$ cat config.mk
export PLATFORM = sky130hd
export DESIGN_NAME = ntt_ctrl
export DESIGN_NICKNAME = d
export VERILOG_FILES = /design/src/rtl/ntt_pkg.sv /design/src/rtl/ntt_addr_gen.sv /design/src/rtl/ntt_ctrl.sv
export SDC_FILE = /design/constraint.sdc
export NUM_CORES = 1
export LEC_CHECK = 0
export CAP_MARGIN = 20
export CELL_PAD_IN_SITES_DETAIL_PLACEMENT = 1
export CELL_PAD_IN_SITES_GLOBAL_PLACEMENT = 1
export CORE_MARGIN = 4
export CORE_UTILIZATION = 33
export CTS_CLUSTER_DIAMETER = 60
export DETAILED_ROUTE_END_ITERATION = 10
export GPL_TIMING_DRIVEN = 0
export PLACE_DENSITY = 0.86
export SYNTH_ARGS = -nofsm -noshare
export SYNTH_HDL_FRONTEND = slang
export SYNTH_SLANG_ARGS = --single-unit
$ cat constraint.sdc
create_clock -name clk -period 3.9 [get_ports clk]
set_input_delay 0.78 -clock clk [delete_from_list [all_inputs] [get_ports clk]]
set_output_delay 0.78 -clock clk [all_outputs]
set_load 0.02 [all_outputs]
$ cat src/rtl/ntt_pkg.sv
// ============================================================================
// Module      : ntt_pkg
// Description : Shared constants and FSM state type for the 256-point NTT
//               controller and its address generator.
// Revision    : 1.0 - initial release
// ============================================================================
`default_nettype none

package ntt_pkg;

  localparam int N       = 256;   // transform length
  localparam int LOG_N   = 8;     // number of butterfly layers
  localparam int BIT_LEN = 14;    // coefficient width
  localparam int ADDR_W  = 8;     // RAM address width (= LOG_N)
  localparam int Q       = 7681;  // NTT modulus

  typedef enum logic [2:0] {
    IDLE  = 3'd0,
    READ  = 3'd1,
    LOAD  = 3'd2,
    ISSUE = 3'd3,
    WAIT  = 3'd4,
    WRITE = 3'd5,
    DONE  = 3'd6
  } state_t;

endpackage

`default_nettype wire

$ cat src/rtl/ntt_addr_gen.sv
// ============================================================================
// Module      : ntt_addr_gen
// Description : Cooley-Tukey loop counters (len / start_j / j / k) for an
//               in-place forward NTT. Produces the butterfly address pair,
//               the twiddle index and a flag marking the final butterfly.
// Revision    : 1.0 - initial release
// ============================================================================
`default_nettype none

module ntt_addr_gen
  import ntt_pkg::*;
(
  input  logic              clk,
  input  logic              reset,     // asynchronous, active-low
  input  logic              init,      // restart the loop nest
  input  logic              advance,   // current butterfly written, step on
  output logic [ADDR_W-1:0] addr_a,
  output logic [ADDR_W-1:0] addr_b,
  output logic [ADDR_W-1:0] zeta_idx,
  output logic              last
);

  localparam logic [ADDR_W:0]   C_N_EXT    = (ADDR_W+1)'(N);
  localparam logic [ADDR_W-1:0] C_LEN_INIT = ADDR_W'(N / 2);

  logic [ADDR_W-1:0] r_len;
  logic [ADDR_W-1:0] r_start_j;
  logic [ADDR_W-1:0] r_j;
  logic [ADDR_W-1:0] r_k;

  // One extra bit so start_j + 2*len == N is representable.
  logic [ADDR_W:0] w_j_next;
  logic [ADDR_W:0] w_grp_end;
  logic [ADDR_W:0] w_next_start;
  logic            w_group_done;
  logic            w_layer_done;

  assign w_j_next     = {1'b0, r_j} + 1'b1;
  assign w_grp_end    = {1'b0, r_start_j} + {1'b0, r_len};
  assign w_next_start = w_grp_end + {1'b0, r_len};
  assign w_group_done = (w_j_next == w_grp_end);
  assign w_layer_done = (w_next_start == C_N_EXT);

  assign last     = w_group_done && w_layer_done && (r_len == ADDR_W'(1));
  assign addr_a   = r_j;
  assign addr_b   = r_j + r_len;   // never exceeds N-1 by construction
  assign zeta_idx = r_k;

  // Step through j, then start_j (new twiddle), then len (new layer).
  always_ff @(posedge clk or negedge reset) begin
    if (!reset) begin
      r_len     <= C_LEN_INIT;
      r_start_j <= '0;
      r_j       <= '0;
      r_k       <= ADDR_W'(1);
    end else if (init || (advance && last)) begin
      r_len     <= C_LEN_INIT;
      r_start_j <= '0;
      r_j       <= '0;
      r_k       <= ADDR_W'(1);
    end else if (advance) begin
      if (w_group_done) begin
        r_k <= r_k + 1'b1;
        if (w_layer_done) begin
          r_len     <= r_len >> 1;
          r_start_j <= '0;
          r_j       <= '0;
        end else begin
          r_start_j <= w_next_start[ADDR_W-1:0];
          r_j       <= w_next_start[ADDR_W-1:0];
        end
      end else begin
        r_j <= w_j_next[ADDR_W-1:0];
      end
    end
  end

endmodule

`default_nettype wire

$ cat src/rtl/ntt_ctrl.sv
// ============================================================================
// Module      : ntt_ctrl
// Description : Sequencer for a 256-point in-place forward NTT over one
//               shared, non-pipelined butterfly unit. Per butterfly:
//               READ -> LOAD -> ISSUE -> WAIT (until bt_valid) -> WRITE.
//               Optional macro NTT_CTRL_CYCLE_CNT_EN adds a saturating
//               16-bit busy-cycle counter output (cycle_cnt).
// Revision    : 1.0 - initial release
// ============================================================================
`default_nettype none

module ntt_ctrl
  import ntt_pkg::*;
(
  input  logic               clk,
  input  logic               reset,      // asynchronous, active-low
  input  logic               start,
  output logic               busy,
  output logic               done,
  output logic               rd_en,
  output logic [ADDR_W-1:0]  rd_addr_a,
  output logic [ADDR_W-1:0]  rd_addr_b,
  input  logic [BIT_LEN-1:0] rd_data_a,
  input  logic [BIT_LEN-1:0] rd_data_b,
  output logic [ADDR_W-1:0]  zeta_idx,
  output logic               bt_en,
  output logic [BIT_LEN-1:0] bt_a,
  output logic [BIT_LEN-1:0] bt_b,
  input  logic [BIT_LEN-1:0] bt_a_res,
  input  logic [BIT_LEN-1:0] bt_b_res,
  input  logic               bt_valid,
  output logic               wr_en,
  output logic [ADDR_W-1:0]  wr_addr_a,
  output logic [ADDR_W-1:0]  wr_addr_b,
  output logic [BIT_LEN-1:0] wr_data_a,
  output logic [BIT_LEN-1:0] wr_data_b
`ifdef NTT_CTRL_CYCLE_CNT_EN
  ,
  output logic [15:0]        cycle_cnt
`endif
);

  state_t r_state;
  state_t w_state_nxt;

  logic              w_init;
  logic              w_advance;
  logic              w_last;
  logic [ADDR_W-1:0] w_addr_a;
  logic [ADDR_W-1:0] w_addr_b;
  logic [ADDR_W-1:0] w_zeta_idx;

  logic [BIT_LEN-1:0] r_bt_a;
  logic [BIT_LEN-1:0] r_bt_b;
  logic [BIT_LEN-1:0] r_wr_data_a;
  logic [BIT_LEN-1:0] r_wr_data_b;

  assign w_init    = (r_state == IDLE) && start;
  assign w_advance = (r_state == WRITE);

  ntt_addr_gen u_addr_gen (
    .clk      (clk),
    .reset    (reset),
    .init     (w_init),
    .advance  (w_advance),
    .addr_a   (w_addr_a),
    .addr_b   (w_addr_b),
    .zeta_idx (w_zeta_idx),
    .last     (w_last)
  );

  // State register.
  always_ff @(posedge clk or negedge reset) begin
    if (!reset) r_state <= IDLE;
    else        r_state <= w_state_nxt;
  end

  // Next-state logic; start is only looked at in IDLE, bt_valid only in WAIT.
  always_comb begin
    w_state_nxt = r_state;
    case (r_state)
      IDLE:    if (start) w_state_nxt = READ;
      READ:    w_state_nxt = LOAD;
      LOAD:    w_state_nxt = ISSUE;
      ISSUE:   w_state_nxt = WAIT;
      WAIT:    if (bt_valid) w_state_nxt = WRITE;
      WRITE:   w_state_nxt = w_last ? DONE : READ;
      DONE:    w_state_nxt = IDLE;
      default: w_state_nxt = IDLE;
    endcase
  end

  // Strobes and addresses; addresses are forced to zero outside a transform.
  always_comb begin
    logic w_active;
    w_active  = (r_state != IDLE) && (r_state != DONE);
    busy      = w_active;
    done      = (r_state == DONE);
    rd_en     = (r_state == READ);
    bt_en     = (r_state == ISSUE);
    wr_en     = (r_state == WRITE);
    rd_addr_a = w_active ? w_addr_a   : '0;
    rd_addr_b = w_active ? w_addr_b   : '0;
    wr_addr_a = w_active ? w_addr_a   : '0;
    wr_addr_b = w_active ? w_addr_b   : '0;
    zeta_idx  = w_active ? w_zeta_idx : '0;
  end

  // Operand capture in LOAD; held until the next butterfly's LOAD.
  always_ff @(posedge clk or negedge reset) begin
    if (!reset) begin
      r_bt_a <= '0;
      r_bt_b <= '0;
    end else if (r_state == LOAD) begin
      r_bt_a <= rd_data_a;
      r_bt_b <= rd_data_b;
    end
  end

  // Result capture on the completion pulse while waiting.
  always_ff @(posedge clk or negedge reset) begin
    if (!reset) begin
      r_wr_data_a <= '0;
      r_wr_data_b <= '0;
    end else if ((r_state == WAIT) && bt_valid) begin
      r_wr_data_a <= bt_a_res;
      r_wr_data_b <= bt_b_res;
    end
  end

  assign bt_a      = r_bt_a;
  assign bt_b      = r_bt_b;
  assign wr_data_a = r_wr_data_a;
  assign wr_data_b = r_wr_data_b;

`ifdef NTT_CTRL_CYCLE_CNT_EN
  logic [15:0] r_cycle_cnt;

  // Busy-cycle counter: cleared on accept, saturating, frozen while idle.
  always_ff @(posedge clk or negedge reset) begin
    if (!reset)                                 r_cycle_cnt <= '0;
    else if (w_init)                            r_cycle_cnt <= '0;
    else if (busy && (r_cycle_cnt != 16'hFFFF)) r_cycle_cnt <= r_cycle_cnt + 16'd1;
  end

  assign cycle_cnt = r_cycle_cnt;
`endif

endmodule

`default_nettype wire

==> Word-level counts from Yosys, hierarchy flattened <==
Index checks and enable logic that the tools add are counted.
{ "totals": {"latchBits": 0, "n_memories": 0, "elab_cells": 62, "regBits": 91, "mem_bits_rw": 0, "inputBits": 60, "romBits": 0} }
{ "classes": {"shift": 0, "multipliers": 0, "n_addsub": 5, "n_reduce_logical": 15, "n_bitwise": 0, "n_eq_ne": 12, "n_mux": 21, "magnitude_cmp": 0, "div_mod_pow": 0} }
{ "op_table": {"columns": ["operator", "n"], "rows": [
  ["$mux 8", 17],
  ["$pmux 3 s6", 1],
  ["$add 8x1->9 const B", 1],
  ["$add 8x8->9", 1],
  ["$add 9x8->9", 1],
  ["$eq 3x3->1 const B", 3],
  ["$eq 9x9->1", 1],
  ["$eq 9x9->1 const B", 1],
  ["$mux 3", 3],
  ["$add 8x1->8 const B", 1],
  ["$add 8x8->8", 1],
  ["$eq 8x1->1 const B", 1],
  ["$eq 3x2->1 const B", 2],
  ["$logic_and 1x1->1", 6],
  ["$reduce_bool 2->1", 3],
  ["$ne 2x2->1 const B", 2],
  ["$reduce_and 2->1", 2],
  ["$eq 3x1->1 const B", 1],
  ["$logic_not 3->1", 1],
  ["$ne 3x3->1 const B", 1],
  ["$reduce_and 3->1", 1],
  ["$reduce_bool 3->1", 1],
  ["$logic_or 1x1->1", 1]
]} }

==> Longest topological paths before layout <==
{ "logic_depth": {"ltp_word": 9, "ltp_mapped": 16, "mapped_depth_nobuf": 16} }

==> By module <==
Synthesis repeated with hierarchy kept, for this count alone.
{ "unflattened": {"hier_cells": 517, "hier_area_um2": 5527.8} }
{ "by_module_without_submodules": {"columns": ["mod", "area_each_um2", "cells_per_inst", "instances", "seq_area_each_um2"], "rows": [
  ["ntt_addr_gen", 2927.8, 332, 1, 803.3],
  ["ntt_ctrl", 2600.0, 185, 1, 1476.4]
]} }

==> Worst setup path before layout <==
No wires, ideal clock.
{ "synth_path": {"path_kind": "register to register", "startpoint": "register u_addr_gen.r_len[1]", "endpoint": "register r_state[0]", "t_required_ps": 3776, "period_less_slack_ps": 4205, "arrival_time_ps": 4081, "path_stages_with_launch": 16, "slack_ps": -305, "n_path_buf": 0, "path_cell_list": "dfrtp_1 ha_1 a211oi_1 nor2_1 or3_1 a22o_1 inv_1 ha_1 and3_1 a221oi_1 xor2_1 or4b_1 nor3_2 nand3_1 o21a_1 a211o_1"} }
{ "synth_via": {"elab_chain_len": 7} }
{ "synth_rtl": {"columns": ["item", "line_no", "text"], "rows": [
  ["from (decl)", "ntt_addr_gen.sv:26", "logic [ADDR_W-1:0] r_len;"],
  ["from (signal assigned)", "ntt_addr_gen.sv:65", "r_len <= r_len >> 1;"],
  ["$add 8x8->9", "ntt_addr_gen.sv:39", "assign w_grp_end = {1'b0, r_start_j} + {1'b0, r_len};"],
  ["$add 9x8->9", "ntt_addr_gen.sv:40", "assign w_next_start = w_grp_end + {1'b0, r_len};"],
  ["$eq 9x9->1", "ntt_addr_gen.sv:42", "assign w_layer_done = (w_next_start == C_N_EXT);"],
  ["$logic_and 1x1->1", "ntt_addr_gen.sv:44", "assign last = w_group_done && w_layer_done && (r_len == ADDR_W'(1));"],
  ["$logic_and 1x1->1 (*)", "ntt_addr_gen.sv:44", null],
  ["$mux 3 (*)", "ntt_ctrl.sv:87", "WRITE: w_state_nxt = w_last ? DONE : READ;"],
  ["$pmux 3 s6 (*)", "ntt_ctrl.sv:81", "case (r_state)"],
  ["to (signal assigned)", "ntt_ctrl.sv:75", "else r_state <= w_state_nxt;"],
  ["to (decl)", "ntt_ctrl.sv:43", "state_t r_state;"]
]} }
Every way passes the cells marked *; elsewhere a longest branch is shown, timed or not.
A chain may end at the register's enable or synchronous reset.

==> Worst setup path in the final report <==
{ "layout_path": {"startpoint": "register u_addr_gen.r_start_j[0]", "endpoint": "register r_state[0]"} }
{ "layout_via": {"elab_chain_len": 7} }
{ "layout_rtl": {"columns": ["item", "line_no", "text"], "rows": [
  ["from (decl)", "ntt_addr_gen.sv:27", "logic [ADDR_W-1:0] r_start_j;"],
  ["from (signal assigned)", "ntt_addr_gen.sv:69", "r_start_j <= w_next_start[ADDR_W-1:0];"],
  ["$add 8x8->9 (*)", "ntt_addr_gen.sv:39", null],
  ["$add 9x8->9", "ntt_addr_gen.sv:40", null],
  ["$eq 9x9->1", "ntt_addr_gen.sv:42", null],
  ["$logic_and 1x1->1 (*) (2 in a row)", "ntt_addr_gen.sv:44", null],
  ["$mux 3 (*)", "ntt_ctrl.sv:87", null],
  ["$pmux 3 s6 (*)", "ntt_ctrl.sv:81", null]
]} }
Marks and branches as above.

==> results.md <==
- Outcome: finished, violations left
- Violated checks: setup timing
- CTS tree: built
- Syn Nets: 597
- Drt drc: 0
- Post-synthesis adder-cell area fraction: 0.0680
- Net switching power: 0.00188 W
- RSZ-0062 raised after global routing: yes
- Clock Pin Slew Worst Setup and Hold Paths: 0.07 ns
- Ranking of synthesized cells by area: dfrtp_1 (41%), mux2_2 (11%), ha_1 (5.7%)
- Comb power frac: 0.498
- Worst Path Class, Setup: reg2reg
- Pwr dens: 596 nW/um^2
- Layout fillers: 1719
- Worst setup path endpoint: r_state[0]
- Gr busiest metal: met2
- Met3 Use GR: 0.0757
- Pleak: 3.57 nW
- Rel. slew slack: 0.411
- Fin crit period: 4.00 ns
- Setup total negative slack: -0.424 ns
- #FFs+latches synth: 91
- Die span in x: 137 um
- Avg Inst Size Synth: 10.8 sq um
- Period utilization: 1.03
- Post-synth top area cell: dfrtp_1
- Initial antenna violation count: 0
- Crit-path max FO: 6
- Ratio of cells with drive above 1 in the final layout: 0.233
- Area of the multi-input gates: 3170 sq um
- Met1 usage: 0.234
- First-pass GRT wire length: 30.6 mm
- Seq/Total Area, Yosys: 0.416
- Final Net Count: 786
- Total wire length: 20.0 mm
- Post-synth ARST share: 1.00
- Max_cap viols: 0
- N_diodes: 0
- GRT Util Overall: 0.213
- Post-synth EDFFs: 0
- Sequential share of power: 0.307
- GRT overflow: 0
- Worst setup SP type: register
- Vias/cell: 5.25
- Syn Inst Count: 509
- Class of the worst hold path: in2async
- Area Growth Syn to Fin: 47.3%
- Area of the core: 16100 sq um
- Max-slew violations: 0
- Die area: 18700 sq um
- Post-place instance area: 7460 sq um
- Synth top area share: 0.406
- Worst-Margin Slew: 0.871 ns
- Vias in the first global route: 5590
- Post-route ant nets: 0
- Count of cell types in the netlist: 64
- Pre-antenna DRT Iters: 4
- CP max stage delay: 0.54 ns
- Worst EP arrival: 4.24 ns
- Clk_lat worst skew: 0.36 ns
- Met2 Use GR: 0.380
- Starting DRT DRC Count: 240
- H-tree depth: 3
- Cell Chain, Critical Path: ha_2 -> inv_1 -> fa_2 -> nor2b_2 -> o22ai_2 -> xnor2_2 -> ha_4 -> a21o_1 -> a221oi_4 -> xor2_2 -> or4b_4 -> nor3_4 -> nand3_4 -> o21a_1 -> a211o_1
- Cell area after layout: 8080 sq um
- Post-synthesis mux area share: 0.150
- Largest net degree at the start of global routing: 72
- Routed vias: 4829
- Clk root buf: clkbuf_16
- Fin. Hold Viols: 0
- CTS hold repair buffers: 0
- Synth Area in Compound Gates: 0.123
- Synth warn: 0
- DP HPWL: 14.4 mm
- Num rows: 46
- Clk network pwr share: 0.195
- FMAX: 250 MHz
- Worst reg-to-reg path cell count: 15
- Clk buf depth: 2
- Port bufs: 160
- Reg2reg start: u_addr_gen.r_start_j[0]
- Final setup skew: 0.00994 ns
- Crit path from: u_addr_gen.r_start_j[0]
- Die height: 137 um
- Critical path capture point type: register
- Simple-gate share of the synthesized area: 0.139
- XOR/XNOR share of the synthesized area: 0.0538
- Synthesized area: 5480 sq um
- Wirelength per Cell: 21.8 um
- Worst setup margin: -0.103 ns
- Global placement routability congestion: 0.862
- Top Ports: 161
- CTS buffer count: 9
- Top FF cell, synth: dfrtp_1
- Reg area: 2280 sq um
- Internal power: 0.00293 W
- Worst EP required: 4.14 ns
- Switching part of the total: 0.391
- Worst path slowest cell: or4b_4
- Number of setup violations in the final report: 13
- Worst IR Drop VDD: 0.421 mV
- RR Endpoint: r_state[0]
- Clk sink count: 91
- Effective utilization at floorplan: 0.342
- Largest family of logic cells by synthesized area: multiplexers
- Worst R2R Setup Slack: -0.10 ns
[layout by cell type (no fill, tap or decap), types with 17 or more instances in the layout]
| cell type | Yosys | final |
|---|---|---|
| nor2b_1 | 26 | 24 |
| nand2_1 | 25 | 24 |
| mux2i_1 | 19 | 19 |
| dfrtp_1 | 89 | 86 |
| a21oi_1 | 20 | 17 |
| inv_1 | 19 | 18 |
| clkdlybuf4s50_1 | 0 | 155 |
| buf_4 | 16 | 31 |
| mux2_2 | 56 | 56 |
| ha_1 | 25 | 19 |
| nor2_1 | 26 | 23 |
[cell families after synthesis]
kind of cell / count (synthesis)
simple gates: 139
xor+xnor: 29
buf+inv: 55
compound gates: 92
flops: 91
fa+ha+maj: 28
mux: 75
[synth_stat cells (4+ instances only)]
cell type and number:
a21o_1 8, a21oi_1 20, a22o_1 5, and3_1 4
buf_4 16, clkbuf_1 13, dfrtp_1 89, ha_1 25
inv_1 19, mux2_2 56, mux2i_1 19, nand2_1 25
nand3_1 16, nand4_1 8, nor2_1 26, nor2b_1 26
nor3_1 6, o21a_1 4, o21ai_0 15, o21bai_1 4
o31ai_1 8, xnor2_1 14, xor2_1 12
[critical path, delay by kind of cell (launching register included)]
kind,cells,cell delay (ns)
AO/OA/AOI/OAI,5,1.15
AND/OR/NAND/NOR,4,1.02
adder cells (fa/ha/maj),3,0.85
XOR/XNOR,2,0.42
flip-flops,1,0.39
buffers and inverters,1,0.06
[per-layer routing]
metal / wire length, um / up-vias / share of wire
met2: 10500 / 187 / 0.53
met5: 0 / - / 0
met3: 1700 / 30 / 0.085
met1: 7360 / 2418 / 0.37
met4: 427 / 0 / 0.021
li1: - / 2194 / -
[worst min path at each step]
stage / from / end / slack [ns] / cells after the start
6_report: reset / bt_b[6] / 0.31 / 1
5_1_grt: reset / bt_b[6] / 0.32 / 1
4_1_cts: reset / bt_b[12] / 0.31 / 1
3_5_place_dp: bt_b[11] / bt_b[11] / 0.50 / 1
3_3_place_gp: wr_data_a[8] / wr_data_a[8] / 0.49 / 1
2_1_floorplan: reset / bt_a[0] / 0.48 / 0
[state kept, by name, summed over array words and instances (netlist names), 8 cells and up]
register              flops
bt_a                     14
bt_b                     14
wr_data_a                14
wr_data_b                14
u_addr_gen.addr_a         8
u_addr_gen.r_len          8
u_addr_gen.r_start_j      8
u_addr_gen.zeta_idx       8
[power groups by stage]
| stage | registers (W) | logic [W] | clock network, W |
|---|---|---|---|
| finish | 0.00148 | 0.00240 | 0.000939 |
| detailed placement | 0.00147 | 0.00235 | 0 |
| global placement | 0.00144 | 0.00225 | 0 |
| CTS | 0.00148 | 0.00239 | 0.000950 |
| global route | 0.00152 | 0.00255 | 0.000989 |
| floorplan | 0.00180 | 0.000860 | 0 |
[cell type report]
| class | instances | area share |
|---|---|---|
| Tap cell | 216 | 0.0335 |
| Sequential cell | 91 | 0.283 |
| Multi-Input combinational cell | 363 | 0.393 |
| Timing Repair Buffer | 178 | 0.218 |
| Clock buffer | 11 | 0.0301 |
| Clock inverter | 5 | 0.00837 |
| Buffer | 36 | 0.0259 |
| Inverter | 19 | 0.00883 |
[repair_timing]
action | CTS | global route
gates cloned | 0 | 0
pin swaps | 12 | 10
resized for setup | 19 | 22
endpoints found under the setup margin | 42 | 39
setup buffers | 13 | 3
[per-stage QoR]
stage                     power (W)  hold WS, ns  utilization  worst slack (ns)  instances
final                       0.00481        0.308        0.503            -0.103        919
after CTS                   0.00482        0.308        0.496           -0.0379        916
after floorplan             0.00266        0.484            -           -0.0301        509
after detailed placement    0.00382        0.498        0.464            -0.730        887
after global routing        0.00505        0.319        0.503            -0.256        919
after global placement      0.00369        0.489        0.463             -1.60        885
Power figures use the tool's default switching activity.
